File: src/rtl/hcc_sync_fifo_ovfmode.sv
// Single-clock show-ahead FIFO for hit/event buffering with a selectable
// overflow policy (drop-oldest / reject-newest), synchronous flush,
// almost-full/almost-empty thresholds, sticky error flags and a saturating
// drop counter for slow-control monitoring.
module hcc_sync_fifo_ovfmode #(
   parameter int WORDWIDTH   = 8,
   parameter int logDEPTH    = 3,
   parameter int almostFULL  = 1,
   parameter int almostEMPTY = 1,
   parameter int CNTWIDTH    = 8
) (
   input  logic                  clk,
   input  logic                  rstb,
   input  logic [WORDWIDTH-1:0]  data_i,
   input  logic                  we_i,
   input  logic                  re_i,
   input  logic                  ovfMode_i,
   input  logic                  flush_i,
   input  logic                  clrErr_i,
   output logic [WORDWIDTH-1:0]  data_o,
   output logic                  empty_o,
   output logic                  full_o,
   output logic                  almostFull_o,
   output logic                  almostEmpty_o,
   output logic [logDEPTH:0]     occupancy_o,
   output logic                  overflow_o,
   output logic                  underflow_o,
   output logic [CNTWIDTH-1:0]   dropCount_o
);

   localparam int MAX = 2 ** logDEPTH;
   localparam logic [logDEPTH:0] MAX_OCC  = (logDEPTH + 1)'(MAX);
   localparam logic [logDEPTH:0] AF_LEVEL = (logDEPTH + 1)'(MAX - almostFULL);
   localparam logic [logDEPTH:0] AE_LEVEL = (logDEPTH + 1)'(almostEMPTY);
   localparam logic [CNTWIDTH-1:0] CNT_MAX = '1;

   logic [WORDWIDTH-1:0] mem [MAX];
   logic [logDEPTH-1:0]  w_ptr;
   logic [logDEPTH-1:0]  r_ptr;
   logic [logDEPTH:0]    occ;

   logic is_empty;
   logic is_full;
   logic ovf_evt;
   logic unf_evt;
   logic do_write;
   logic do_pop;

   assign is_empty = (occ == '0);
   assign is_full  = (occ == MAX_OCC);

   // A write-without-read on a full FIFO is an overflow in either mode;
   // in drop-oldest mode it still writes and advances the read side.
   assign ovf_evt  = we_i & ~re_i & is_full;
   assign unf_evt  = re_i & is_empty;
   assign do_write = we_i & ~(ovf_evt & ovfMode_i);
   assign do_pop   = (re_i & ~is_empty) | (ovf_evt & ~ovfMode_i);

   // Pointer and occupancy tracking; flush beats any request in the same cycle.
   always_ff @(posedge clk) begin
      if (!rstb) begin
         w_ptr <= '0;
         r_ptr <= '0;
         occ   <= '0;
      end else if (flush_i) begin
         w_ptr <= '0;
         r_ptr <= '0;
         occ   <= '0;
      end else begin
         if (do_write) w_ptr <= w_ptr + 1'b1;
         if (do_pop)   r_ptr <= r_ptr + 1'b1;
         case ({do_write, do_pop})
            2'b10:   occ <= occ + 1'b1;
            2'b01:   occ <= occ - 1'b1;
            default: occ <= occ;
         endcase
      end
   end

   // Storage array, intentionally left unreset.
   always_ff @(posedge clk) begin
      if (rstb && !flush_i && do_write) begin
         mem[w_ptr] <= data_i;
      end
   end

   // Sticky error flags and saturating drop counter; a fresh event in the
   // same cycle as a clear is kept rather than lost.
   always_ff @(posedge clk) begin
      if (!rstb) begin
         overflow_o  <= 1'b0;
         underflow_o <= 1'b0;
         dropCount_o <= '0;
      end else begin
         logic ovf_now;
         logic unf_now;
         ovf_now = ovf_evt & ~flush_i;
         unf_now = unf_evt & ~flush_i;
         if (clrErr_i) begin
            overflow_o  <= ovf_now;
            underflow_o <= unf_now;
            dropCount_o <= ovf_now ? CNTWIDTH'(1) : '0;
         end else begin
            if (ovf_now) overflow_o  <= 1'b1;
            if (unf_now) underflow_o <= 1'b1;
            if (ovf_now && dropCount_o != CNT_MAX) dropCount_o <= dropCount_o + 1'b1;
         end
      end
   end

   // Show-ahead head word and status decode from registered occupancy.
   always_comb begin
      data_o        = is_empty ? '0 : mem[r_ptr];
      empty_o       = is_empty;
      full_o        = is_full;
      almostFull_o  = (occ >= AF_LEVEL);
      almostEmpty_o = (occ <= AE_LEVEL);
      occupancy_o   = occ;
   end

endmodule
File: config.mk
export PLATFORM = sky130hd
export DESIGN_NAME = hcc_sync_fifo_ovfmode
export DESIGN_NICKNAME = d
export VERILOG_FILES = /design/src/rtl/hcc_sync_fifo_ovfmode.sv
export SDC_FILE = /design/constraint.sdc
export NUM_CORES = 1
export LEC_CHECK = 0
export CAP_MARGIN = 25
export CORE_MARGIN = 5
export CORE_UTILIZATION = 40
export CTS_CLUSTER_SIZE = 28
export DETAILED_ROUTE_END_ITERATION = 10
export PLACE_DENSITY = 0.61
export SYNTH_ARGS = -nofsm -noshare
export SYNTH_HDL_FRONTEND = slang
export SYNTH_SLANG_ARGS = --single-unit
export TNS_END_PERCENT = 10
File: constraint.sdc
create_clock -name clk -period 2.6 [get_ports clk]
set_input_delay 0.39 -clock clk [delete_from_list [all_inputs] [get_ports clk]]
set_output_delay 0.39 -clock clk [all_outputs]
set_load 0.05 [all_outputs]
==> summary.txt <==
GRT
  – All-Layer GR Usage: 13.4%
  – First-pass GRT wire length: 11.6 mm
  – Largest net degree at the start of global routing: 18
  – GRT Residual Overflow: 0
  – Initial antenna violation count: 0
  – Number of global-route vias before repair: 2301

Die
  – Initial Util: 41.4%
  – Die Y: 105 um
  – DIE WIDTH: 105 um
  – Rows: 34
  – DIE AREA: 11100 um2
  – Core area: 8810 um2
  – I/O pin total: 41

Logic synthesis
  – Distinct cells, synth: 45
  – Syn. warnings: 0
  – Number of synthesized flops with an enable pin: 64
  – Mapped Area: 3650 um2
  – Cells after Synth: 243
  – Syn Nets: 266
  – Fraction of registers with async set/reset: 0%
  – Syn Area/Cell: 15.0 um2
  – Register area share after synthesis: 65.3%
  – Seq cells post-synth: 87
  – Top_reg_cell synth: edfxtp_1

Place
  – IO Port Bufs: 40
  – Placer's final routability congestion estimate: 0.773
  – Area post-placement: 4350 um2
  – Worst slack, placed: -0.0102 ns
  – DP HPWL: 4.72 mm

Power
  – Pwr Total: 0.00267 W
  – Leakage: 1.53 nW
  – Maximum vdd drop: 0.000239 V
  – Pwr dens: 587 nW/um2

Timing
  – Setup violators final: 0
  – Slew headroom: 60.2%
  – RSZ-0062 raised after global routing: no
  – Least-Margin Pin Slew: 0.596 ns
  – Hold Vio Cnt, Final: 0
  – Hold Slack: 0.468 ns
  – FMAX: 0.413 GHz
  – Total Neg Setup Slack: 0 ns
  – Tmin final: 2.42 ns
  – Setup Skew: 0.0103 ns
  – Period utilization: 93.1%
  – Worst Slack Setup Final: 0.179 ns
  – Slew Limit Fails: 0

Clocking
  – TritonCTS Buffers: 9
  – Sink Count: 87
  – Htree depth: 3
  – Clock transition at path regs: 0.09 ns
  – Worst-Skew Late Latency: 0.35 ns
  – Clock Tree Buf Depth: 2
  – Clock Tree Root: clkbuf_8
  – CTS tree: done

Layout
  – P&R area growth vs syn: 25.0%
  – Antenna diodes: 0
  – Total Nets Final: 331
  – Most common cell after layout, fill and taps aside: edfxtp_1
  – Most frequent cells in the layout: edfxtp_1, buf_4, clkdlybuf4s50_1, dfxtp_1, nor2_1
  – Ratio of cells with drive above 1 in the final layout: 27.2%
  – Post-layout instance area: 4560 um2

Drt
  – DRC: 0
  – DRT antenna net count: 0
  – Final WL: 7.03 mm
  – Iter 0 DRT Violations: 85
  – WL per Instance: 16.7 um
  – DR vias: 2219
  – TritonRoute pass-1 iters: 4
  – Vias per cell: 5.27

Critical path
  – FF-to-FF path depth: 11
  – CP arrival: 2.67 ns
  – Worst reg2reg setup slack: 0.18 ns
  – CP Capture Type: register
  – Worst setup SP type: register
  – Setup CP Type: reg2reg
  – Critical Path RT: 2.85 ns
  – Worst r2r src: occupancy_o[0]
  – Worst setup path end: occupancy_o[3]
  – RR Endpoint: occupancy_o[3]
  – Critical path origin: occupancy_o[0]
  – Max FO, Critical Path: 7

Run status
  – Status: completed

Worst hold path
  – Hold path startpoint: overflow_o
  – Worst hold-check path type: reg2reg

Flow run
  – Maximum capacitance violations: 0
==> worst max-delay path: stages (launching register included) <==
cell	delay, ns
dfxtp_2	0.41
inv_1	0.08
ha_1	0.22
buf_4	0.15
nor3b_2	0.16
a2bb2oi_2	0.14
inv_1	0.06
ha_1	0.15
or4b_2	0.59
a21oi_1	0.18
xnor2_1	0.13
nor2_1	0.05
==> synthesized netlist by cell type, types with 2 or more instances <==
library cell  instances  share of area [%]
a211oi_1              3               0.62
a21boi_0              2               0.41
a21oi_1              12                1.6
buf_2                 3               0.41
clkbuf_1              4               0.41
dfxtp_1              23                 13
edfxtp_1             64                 53
ha_1                  8                2.7
inv_1                10                1.0
mux2i_1              10                2.7
mux4_2               16                9.9
nand2_1               9               0.93
nand2b_1              2               0.34
nand3_1               3               0.41
nand3b_1              2               0.41
nor2_1               26                2.7
nor3_1                5               0.69
nor3b_1               2               0.41
nor4_1                2               0.34
o21ai_0               4               0.55
o31ai_1               3               0.62
or3_1                 3               0.51
or4_1                 2               0.41
xor2_1                4               0.96
==> kinds of logic after synthesis <==
kind of cell               after synthesis  synth area share (%)
DFF                                     87                  65.3
and+or+nand+nor                         66                  10.1
AOI/OAI and AO/OA                       32                  5.70
muxes                                   26                  12.6
buffers and inverters                   19                  2.26
adders and majority gates                8                  2.75
xor gates and xnor gates                 5                  1.20
==> layer usage <==
metal | vias up | routed length, um | GRT usage [%]
li1 | 1066 | - | -
met1 | 1090 | 3170 | 17.2
met2 | 60 | 3450 | 21.5
met3 | 3 | 385 | 4.89
met4 | 0 | 19 | 3.37
met5 | - | 0 | 0
==> registers in the layout, indices dropped and copies added, names as in the netlist, named ones only <==
name         count
overflow_o       1
w_ptr            3
underflow_o      1
r_ptr            3
mem             64
occupancy_o      4
dropCount_o      8
==> final cells by class <==
cell class / count / area [um2]
clock buffers: 9 / 124
flip-flops and latches: 87 / 2390
clock inverters: 7 / 65.1
fillers: 764 / 4250
well taps: 108 / 135
inverters: 10 / 37.5
repair buffers: 63 / 568
multi-input cells: 137 / 1240
==> power by group <==
group / internal (W) / total, W / leakage [nW] / switching, W
Sequential: 0.00150 / 0.00151 / 0.764 / 0.00000862
Combinational: 0.000116 / 0.000286 / 0.679 / 0.000170
Clock: 0.000367 / 0.000881 / 0.0909 / 0.000515
Total: 0.00198 / 0.00267 / 1.53 / 0.000693
==> worst min path at each step <==
| stage | to | slack [ns] | cells after the start |
|---|---|---|---|
| final | overflow_o | 0.47 | 2 |
| after global routing | overflow_o | 0.51 | 2 |
| after CTS | overflow_o | 0.47 | 2 |
| after detailed placement | overflow_o | 0.45 | 2 |
| after global placement | overflow_o | 0.45 | 2 |
| after floorplan | register | 0.46 | 2 |
==> metrics by stage <==
| step | std cells | utilization (%) |
|---|---|---|
| 2_1_floorplan | 243 | - |
| 3_5_place_dp | 405 | 49.4 |
| 4_1_cts | 421 | 51.6 |
| 3_3_place_gp | 405 | 49.4 |
| 6_report | 421 | 51.7 |
| 5_1_grt | 421 | 51.7 |
==> repair_timing <==
item / 4_1_cts / 5_1_grt
setup buffers: 0 / 0
endpoints found under the setup margin: 0 / 3
hold buffers: 0 / 0
gates resized for setup: 0 / 3
(Power assumes the default switching activity.)
